File: config.mk
export PLATFORM = sky130hd
export DESIGN_NAME = nes_gamepad_multi
export DESIGN_NICKNAME = d
export VERILOG_FILES = /design/src/rtl/nes_gamepad_multi.sv
export SDC_FILE = /design/constraint.sdc
export NUM_CORES = 1
export LEC_CHECK = 0
export BUFFER_PORTS_ARGS = -buffer_cell sky130_fd_sc_hd__buf_4
export CORE_MARGIN = 2
export CORE_UTILIZATION = 64
export CTS_BUF_LIST = sky130_fd_sc_hd__clkbuf_16
export CTS_CLUSTER_SIZE = 25
export DETAILED_ROUTE_END_ITERATION = 10
export PLACE_DENSITY = 0.92
export SETUP_SLACK_MARGIN = 0.3
export SLEW_MARGIN = 10
export SYNTH_ARGS = -nofsm -noshare
export SYNTH_HDL_FRONTEND = slang
export SYNTH_SLANG_ARGS = --single-unit
File: constraint.sdc
create_clock -name i_clk -period 6 [get_ports i_clk]
set_input_delay 0.3 -clock i_clk [delete_from_list [all_inputs] [get_ports i_clk]]
set_output_delay 0.3 -clock i_clk [all_outputs]
set_load 0.05 [all_outputs]
File: src/rtl/nes_gamepad_multi.sv
// nes_gamepad_multi: polls NUM_PADS serial NES/SNES gamepads over a shared latch/clock pair
// and publishes an atomic, active-high snapshot of every pad once per poll period.
//
// Ports:
//   i_clk            system clock
//   i_rst            asynchronous active-high reset
//   i_enable         allow new transactions to start
//   i_serial_data    per-pad serial data, low = pressed (bit p = pad p)
//   o_data_latch     pad latch/strobe
//   o_data_clock     pad shift clock, idles low
//   o_button_state   snapshot, 1 = pressed; pad p at [p*NUM_BITS +: NUM_BITS]
//   o_data_available one-cycle pulse when o_button_state updates
//   o_busy           high from latch rise through the DONE cycle
//   o_pressed_edge   newly pressed buttons (only when GAMEPAD_EDGE_EN is defined)
//
// Optional feature macro: GAMEPAD_EDGE_EN adds o_pressed_edge.

module nes_gamepad_multi #(
  parameter int unsigned CLK_FREQ_HZ    = 27000000,
  parameter int unsigned POLL_HZ        = 60,
  parameter int unsigned HALF_PERIOD_US = 6,
  parameter int unsigned NUM_BITS       = 8,
  parameter int unsigned NUM_PADS       = 2
) (
  input  logic                         i_clk,
  input  logic                         i_rst,
  input  logic                         i_enable,
  input  logic [NUM_PADS-1:0]          i_serial_data,
  output logic                         o_data_latch,
  output logic                         o_data_clock,
  output logic [NUM_PADS*NUM_BITS-1:0] o_button_state,
  output logic                         o_data_available,
`ifdef GAMEPAD_EDGE_EN
  output logic [NUM_PADS*NUM_BITS-1:0] o_pressed_edge,
`endif
  output logic                         o_busy
);

  localparam int unsigned PollCyc = CLK_FREQ_HZ / POLL_HZ;
  localparam int unsigned H       = CLK_FREQ_HZ / 1000000 * HALF_PERIOD_US;
  localparam int unsigned PW      = (H < 1) ? 1 : $clog2(2 * H);
  localparam int unsigned CW      = (PollCyc < 2) ? 1 : $clog2(PollCyc);
  localparam int unsigned BW      = (NUM_BITS < 2) ? 1 : $clog2(NUM_BITS);
  localparam int unsigned W       = NUM_PADS * NUM_BITS;

  if (H < 1) begin : g_bad_half_period
    $error("nes_gamepad_multi: half period is shorter than one clock cycle");
  end
  if (NUM_BITS < 2 || NUM_BITS > 32) begin : g_bad_num_bits
    $error("nes_gamepad_multi: NUM_BITS must be 2..32");
  end
  if (NUM_PADS < 1 || NUM_PADS > 4) begin : g_bad_num_pads
    $error("nes_gamepad_multi: NUM_PADS must be 1..4");
  end

  typedef enum logic [2:0] {StIdle, StLatch, StLow, StHigh, StDone} state_e;

  state_e          state_q;
  logic [CW-1:0]   poll_q;
  logic            tick_q;
  logic [PW-1:0]   phase_q;
  logic [BW-1:0]   bit_q;
  logic [W-1:0]    shift_q;
  logic [W-1:0]    shift_d;
  logic            phase_last;
  logic            sample;

  // LATCH lasts 2H cycles, LOW and HIGH last H cycles each.
  always_comb begin
    if (state_q == StLatch) phase_last = (phase_q == PW'(2 * H - 1));
    else                    phase_last = (phase_q == PW'(H - 1));
  end

  // Sample on the last LOW cycle; DONE publishes shift_d so the final bit is included.
  always_comb begin
    shift_d = shift_q;
    sample  = (state_q == StLow) && phase_last;
    if (sample) begin
      for (int p = 0; p < int'(NUM_PADS); p++) begin
        shift_d[p * int'(NUM_BITS) + int'(bit_q)] = ~i_serial_data[p];
      end
    end
  end

  always_ff @(posedge i_clk or posedge i_rst) begin
    if (i_rst) begin
      state_q          <= StIdle;
      poll_q           <= '0;
      tick_q           <= 1'b0;
      phase_q          <= '0;
      bit_q            <= '0;
      shift_q          <= '0;
      o_data_latch     <= 1'b0;
      o_data_clock     <= 1'b0;
      o_button_state   <= '0;
      o_data_available <= 1'b0;
      o_busy           <= 1'b0;
`ifdef GAMEPAD_EDGE_EN
      o_pressed_edge   <= '0;
`endif
    end else begin
      poll_q           <= (poll_q == CW'(PollCyc - 1)) ? '0 : poll_q + 1'b1;
      tick_q           <= (poll_q == CW'(PollCyc - 1));
      shift_q          <= shift_d;
      o_data_available <= 1'b0;

      unique case (state_q)
        StIdle: begin
          phase_q <= '0;
          // Ticks arriving while busy or disabled are simply dropped.
          if (tick_q && i_enable) begin
            state_q      <= StLatch;
            o_data_latch <= 1'b1;
            o_busy       <= 1'b1;
          end
        end
        StLatch: begin
          if (phase_last) begin
            phase_q      <= '0;
            o_data_latch <= 1'b0;
            state_q      <= StLow;
          end else begin
            phase_q <= phase_q + 1'b1;
          end
        end
        StLow: begin
          if (phase_last) begin
            phase_q <= '0;
            if (bit_q == BW'(NUM_BITS - 1)) begin
              state_q          <= StDone;
              o_button_state   <= shift_d;
              o_data_available <= 1'b1;
`ifdef GAMEPAD_EDGE_EN
              o_pressed_edge   <= shift_d & ~o_button_state;
`endif
            end else begin
              state_q      <= StHigh;
              o_data_clock <= 1'b1;
            end
          end else begin
            phase_q <= phase_q + 1'b1;
          end
        end
        StHigh: begin
          if (phase_last) begin
            phase_q      <= '0;
            o_data_clock <= 1'b0;
            bit_q        <= bit_q + 1'b1;
            state_q      <= StLow;
          end else begin
            phase_q <= phase_q + 1'b1;
          end
        end
        StDone: begin
          bit_q   <= '0;
          o_busy  <= 1'b0;
          state_q <= StIdle;
        end
        default: state_q <= StIdle;
      endcase
    end
  end

endmodule

**Word level (Yosys, flattened, before mapping)**

Index checks and enable logic that the tools add are counted.

- RAM bits: 0
- Output and inout port bits: 20
- Memories: 0
- Bits in read-only memories: 0
- Latch bits: 0
- Input port bits: 5
- Register bits after elaboration: 71

- Bitwise operators: 2
- Mux-type cells: 28
- Add/sub/neg operators: 4
- Reductions and logical operators: 18
- Divide/modulo/power cells: 0
- Order comparisons: 4
- $mul: 0
- Equal/unequal tests: 14
- Shift-type cells: 0

Operator list:

| operator | count |
|---|---|
| bitwise mux 16 bit | 2 |
| adder 19 x 1 -> 19 bit, second input constant | 1 |
| == test 19 bit, second input constant | 1 |
| 2-to-1 mux 19 bit | 1 |
| case mux 9 bit (2 select lines) | 1 |
| 2-to-1 mux 16 bit | 1 |
| 2-to-1 mux 3 bit | 5 |
| 2-to-1 mux 1 bit | 10 |
| != test 2 bit, second input constant | 5 |
| nonzero test 2 bit | 5 |
| adder 9 x 1 -> 9 bit, second input constant | 1 |
| == test 9 x 8 -> 1 bit, second input constant | 1 |
| == test 9 bit, second input constant | 1 |
| 2-to-1 mux 9 bit | 1 |
| case mux 3 bit (3 select lines) | 1 |
| AND reduction 3 bit | 3 |
| == test 3 x 2 -> 1 bit, second input constant | 2 |
| == test 3 bit, second input constant | 2 |
| case mux 1 bit (2 select lines) | 3 |
| case mux 3 bit (2 select lines) | 1 |
| adder 4 x 3 -> 5 bit, first input constant | 1 |
| greater-or-equal comparator 5 x 1 -> 1 bit, second input constant | 1 |
| < comparator 3 x 5 -> 1 bit, second input constant | 1 |
| < comparator 5 bit, second input constant | 1 |
| 13 further kinds | 18 |

**Logic depth before layout (Yosys ltp)**

- Word-level depth: 7
- Gate-level depth with buffers: 7
- Gate-level depth less buffers: 6

**Least setup slack after synthesis**

OpenSTA, ideal clock, no wires.

- Path type: register to register
- Start: register bit_q[0]
- End: register o_button_state[15]
- Clock period less this slack: 1.944 ns
- Data required time: 5.875 ns
- Buffers on the path: 1
- Slack: 4.056 ns
- Cell stages (with the launch flop): 8
- Arrival time: 1.819 ns
- Library setup time: 0.125 ns
- Path through: dfrtp_1 -> ha_1 -> ha_1 -> nor4bb_1 -> nand4_1 -> clkinv_1 -> buf_6 -> mux2_2

- Word-level cells in the longest chain between the ends: 7

RTL lines:

| what | line | text |
|---|---|---|
| start, declared | 62 | `logic [BW-1:0] bit_q;` |
| start signal, assigned | 148 | `bit_q <= bit_q + 1'b1;` |
| adder 4 x 3 -> 5 bit | 80 | `shift_d[p * int'(NUM_BITS) + int'(bit_q)] = ~i_serial_data[p];` |
| greater-or-equal comparator 5 x 1 -> 1 bit (not written as such) / < comparator 5 bit (equally long branches) | 80 |  |
| logical AND 1 bit (not written as such) | 80 |  |
| 2-to-1 mux 1 bit (not written as such) | 80 |  |
| demux 1 bit (select 4 bit) | 80 |  |
| bitwise mux 16 bit | 80 |  |
| 2-to-1 mux 16 bit | 78 | `if (sample) begin` |
| end signal, assigned | 131 | `o_button_state <= shift_d;` |
| end, declared | 31 | `output logic [NUM_PADS*NUM_BITS-1:0] o_button_state,` |

Parallel ways exist; a longest one is shown, timed or not.
A chain may end at the register's enable or synchronous reset.

**Worst setup path after layout**

- Start: register phase_q[1]
- End: register o_button_state[9]

- Word-level cells in the longest chain between the ends: 4

RTL lines:

| what | line | text |
|---|---|---|
| start, declared | 61 | `logic [PW-1:0] phase_q;` |
| start signal, assigned | 123 | `phase_q <= phase_q + 1'b1;` |
| start signal, assigned | 141 | `phase_q <= phase_q + 1'b1;` |
| start signal, assigned | 151 | `phase_q <= phase_q + 1'b1;` |
| == test 9 x 8 -> 1 bit / == test 9 bit (equally long branches) | 71, 70 |  |
| 2-to-1 mux 1 bit (*) | 70 | `if (state_q == StLatch) phase_last = (phase_q == PW'(2 * H - 1));` |
| logical AND 1 bit | 77 | `sample = (state_q == StLow) && phase_last;` |
| 2-to-1 mux 16 bit | 78 |  |

Every way passes the cells marked *; elsewhere a longest branch is shown, timed or not.

==> impl_metrics.xml <==
<?xml version="1.0" encoding="UTF-8"?>
<metrics>
  <group name="die">
    <metric name="initial_utilization" unit="%">65.3</metric>
    <metric name="pin_count" unit="">25</metric>
    <metric name="core.rowCount" unit="">27</metric>
    <metric name="placeable_core_area" unit="um2">5410</metric>
    <metric name="die_width" unit="um">78.3</metric>
    <metric name="floorplan.die_area" unit="um2">6130</metric>
    <metric name="die_y" unit="um">78.3</metric>
  </group>
  <group name="global_routing">
    <metric name="grt_antenna_before_repair" unit="">0</metric>
    <metric name="maximum_number_of_pins_on_one_net_before_global_route_repair" unit="">72</metric>
    <metric name="grt_first_pass_wirelength" unit="um">12500</metric>
    <metric name="first_global_vias" unit="">2715</metric>
    <metric name="total_global_routing_overflow" unit="">0</metric>
    <metric name="track_usage" unit="%">25.9</metric>
  </group>
  <group name="synth">
    <metric name="netlist.area_leader.share" unit="%">50.3</metric>
    <metric name="synth_cell_type_count" unit="">53</metric>
    <metric name="yosys_register_bits" unit="">71</metric>
    <metric name="postSynth.topFlopCell" unit="">sky130_fd_sc_hd__dfrtp_1</metric>
    <metric name="synth_edf_count" unit="">0</metric>
    <metric name="yosysWarningCount" unit="">0</metric>
    <metric name="synth_top_cells_by_area" unit="">sky130_fd_sc_hd__dfrtp_1 (50%), sky130_fd_sc_hd__o21ai_0 (8.8%), sky130_fd_sc_hd__mux2_2 (4.8%)</metric>
    <metric name="synth_top_area_cell" unit="">sky130_fd_sc_hd__dfrtp_1</metric>
    <metric name="synth.cell_area" unit="um2">3530</metric>
    <metric name="synth-async-reset-ratio" unit="%">100</metric>
    <metric name="synthesis.nets" unit="">367</metric>
    <metric name="post_syn_instances" unit="">358</metric>
    <metric name="synth.yosys.seq_area_share" unit="%">50.3</metric>
    <metric name="synth_area_per_cell" unit="um2">9.87</metric>
  </group>
  <group name="pwr">
    <metric name="design_power_total" unit="mW">0.976</metric>
    <metric name="power_density" unit="nW/um2">244</metric>
    <metric name="p_leak" unit="nW">1.72</metric>
    <metric name="irDropWorstVdd" unit="uV">274</metric>
  </group>
  <group name="place">
    <metric name="place_area" unit="um2">3730</metric>
    <metric name="final_weighted_congestion_of_routability_driven_global_placement" unit="">0.798</metric>
    <metric name="dp.cells" unit="">438</metric>
    <metric name="dp_hpwl" unit="um">4700</metric>
    <metric name="io_buffers" unit="">24</metric>
  </group>
  <group name="final_layout">
    <metric name="antenna_cells_inserted" unit="">0</metric>
    <metric name="nNetsFinal" unit="">386</metric>
    <metric name="finish.instance_area" unit="um2">4010</metric>
    <metric name="area_growth" unit="%">13.4</metric>
    <metric name="mostFrequentLayoutCell" unit="">sky130_fd_sc_hd__dfrtp_1</metric>
    <metric name="mostFrequentLayoutCells" unit="">sky130_fd_sc_hd__dfrtp_1 (71), sky130_fd_sc_hd__o21ai_0 (62), sky130_fd_sc_hd__nand2_1 (32), sky130_fd_sc_hd__buf_4 (25), sky130_fd_sc_hd__nor2_1 (20)</metric>
    <metric name="post_route_cells_drive_above_1_share" unit="%">19.9</metric>
    <metric name="instances_no_fill" unit="">454</metric>
  </group>
  <group name="clocking">
    <metric name="cts-hold-fix-buffers" unit="">0</metric>
    <metric name="post_cts.repair.setup_buffers" unit="">0</metric>
    <metric name="number_of_clock_sinks" unit="">71</metric>
    <metric name="cts-root-buf" unit="">sky130_fd_sc_hd__clkbuf_16</metric>
    <metric name="tritoncts" unit="">yes</metric>
    <metric name="post_cts_resize_count" unit="">0</metric>
    <metric name="cts-htree-levels" unit="">3</metric>
    <metric name="cts_buffers" unit="">9</metric>
    <metric name="clk-insertion-delay-late" unit="ps">330</metric>
    <metric name="max-clock-path-buffers" unit="">2</metric>
    <metric name="worst_setup_hold_path_clk_slew" unit="ps">60</metric>
  </group>
  <group name="detailed_routing">
    <metric name="first_pass_iters" unit="">6</metric>
    <metric name="routed_length_per_instance" unit="um">16.1</metric>
    <metric name="vias" unit="">2858</metric>
    <metric name="drt_wl_total" unit="um">7320</metric>
    <metric name="post-route-drc-count" unit="">0</metric>
    <metric name="final_antenna_net_count" unit="">0</metric>
    <metric name="drt_first_iter_violations" unit="">201</metric>
    <metric name="vias_per_cell" unit="">6.30</metric>
  </group>
  <group name="critical_path">
    <metric name="crit_path_max_fanout" unit="">15</metric>
    <metric name="cp_data_arrival_time" unit="ps">3030</metric>
    <metric name="worst-endpoint-required" unit="ps">6210</metric>
    <metric name="critical_path_class" unit="">flop to flop</metric>
    <metric name="end_kind" unit="">flop</metric>
    <metric name="worst_setup_path_start_kind" unit="">flop</metric>
  </group>
  <group name="sta">
    <metric name="timing_hold_violations_final" unit="">0</metric>
    <metric name="finalCriticalPeriod" unit="ps">2820</metric>
    <metric name="max_freq" unit="MHz">355</metric>
    <metric name="grt_setup_unrepaired" unit="">false</metric>
    <metric name="clock_skew" unit="ps">4.99</metric>
    <metric name="min_period_over_period" unit="%">47.0</metric>
    <metric name="worst_slew_pin_slew" unit="ps">1180</metric>
    <metric name="maxSlewHeadroom" unit="%">20.0</metric>
    <metric name="finalSetupViolations" unit="">0</metric>
    <metric name="timing_max_transition_violations_final" unit="">0</metric>
    <metric name="timing.setup.tns" unit="ps">0</metric>
  </group>
  <group name="run_status">
    <metric name="outcome" unit="">finished clean</metric>
  </group>
  <group name="worst_hold_path">
    <metric name="hold_class" unit="">input port to asynchronous set/reset pin</metric>
  </group>
  <group name="run">
    <metric name="timing.max_cap.violations" unit="">0</metric>
  </group>
</metrics>
==> flip-flops by register name, indices dropped and copies added, names as in the netlist, 3 cells and up <==
name	flops
shift_q	16
bit_q	3
phase_q	9
o_button_state	16
poll_q	19
state_q	3
==> synth_stat cells (2+ instances only) <==
library cell,count
sky130_fd_sc_hd__nor2_1,20
sky130_fd_sc_hd__nor4_1,5
sky130_fd_sc_hd__and4_1,2
sky130_fd_sc_hd__a31oi_1,4
sky130_fd_sc_hd__and2_1,2
sky130_fd_sc_hd__o211ai_1,2
sky130_fd_sc_hd__nand3_1,9
sky130_fd_sc_hd__or4_1,3
sky130_fd_sc_hd__inv_1,7
sky130_fd_sc_hd__or2_2,8
sky130_fd_sc_hd__mux2i_1,3
sky130_fd_sc_hd__clkinv_1,2
sky130_fd_sc_hd__a31o_2,3
sky130_fd_sc_hd__nor3_1,6
sky130_fd_sc_hd__o22ai_1,2
sky130_fd_sc_hd__dfrtp_1,71
sky130_fd_sc_hd__mux2_2,15
sky130_fd_sc_hd__nand2b_1,2
sky130_fd_sc_hd__nand4_1,12
sky130_fd_sc_hd__o21ai_0,62
sky130_fd_sc_hd__xnor2_1,9
sky130_fd_sc_hd__o221a_2,2
sky130_fd_sc_hd__nor2b_1,2
sky130_fd_sc_hd__a21oi_1,9
sky130_fd_sc_hd__xor2_1,5
sky130_fd_sc_hd__o21a_1,2
sky130_fd_sc_hd__or3_1,3
sky130_fd_sc_hd__clkbuf_1,11
sky130_fd_sc_hd__ha_1,4
sky130_fd_sc_hd__nand2_1,32
sky130_fd_sc_hd__and3_1,6
sky130_fd_sc_hd__nand3b_1,2
sky130_fd_sc_hd__o31ai_1,7
sky130_fd_sc_hd__buf_1,3
sky130_fd_sc_hd__nor4bb_1,3
==> where the power goes <==
group	internal, mW	switching [mW]	total [mW]
Combinational	0.00255	0.0128	0.0154
Sequential	0.479	0	0.479
Clock	0.280	0.202	0.481
Total	0.761	0.214	0.976
==> per-stage QoR <==
stage	utilization [%]	worst slack, ps	hold WS (ps)
floorplan	-	3900	445
CTS	74.1	3210	275
global placement	69.1	3350	474
detailed placement	69.1	3240	482
finish	74.1	3180	226
global route	74.1	2960	317
==> path summary, 6_finish.rpt <==
check	start	end	slack [ps]	depth (start not counted)
min	i_rst	o_busy	230	3
max reg2reg	phase_q[1]	o_button_state[9]	3180	4
min in group i_clk	i_enable	o_busy	290	3
min reg2reg	poll_q[0]	poll_q[0]	490	1
max	phase_q[1]	o_button_state[9]	3180	4
max in group asynchronous	i_rst	o_button_state[7]	5190	3
==> final cells by class <==
class / instances / area [um2]
Clock buffer: 9 / 225
Clock inverter: 7 / 47.5
Fill cell: 367 / 1400
Inverter: 9 / 33.8
Multi-Input combinational cell: 261 / 1650
Sequential cell: 71 / 1780
Tap cell: 72 / 90.1
Timing Repair Buffer: 25 / 188
==> per-layer routing <==
metal	global-route usage (%)	part of all wire, %	vias up
li1	-	-	1352
met1	35.0	45	1399
met2	41.8	49	92
met3	4.25	4.4	15
met4	11.4	1.7	0
met5	0	0	-
==> critical path: stages (launching register included) <==
cell,delay (ps)
sky130_fd_sc_hd__dfrtp_1,450
sky130_fd_sc_hd__nor4bb_1,1020
sky130_fd_sc_hd__nand4_1,410
sky130_fd_sc_hd__clkinv_1,420
sky130_fd_sc_hd__mux2_2,390
==> cells by family after synthesis <==
family / Yosys count / share of synthesized area, %
multiplexers: 18 / 5.63
AND/OR/NAND/NOR: 125 / 19.3
flip-flops: 71 / 50.3
AO/OA/AOI/OAI: 100 / 16.7
adder cells (fa/ha/maj): 4 / 1.42
XOR/XNOR: 14 / 3.47
buffers and inverters: 26 / 3.12
Power figures use the tool's default switching activity.
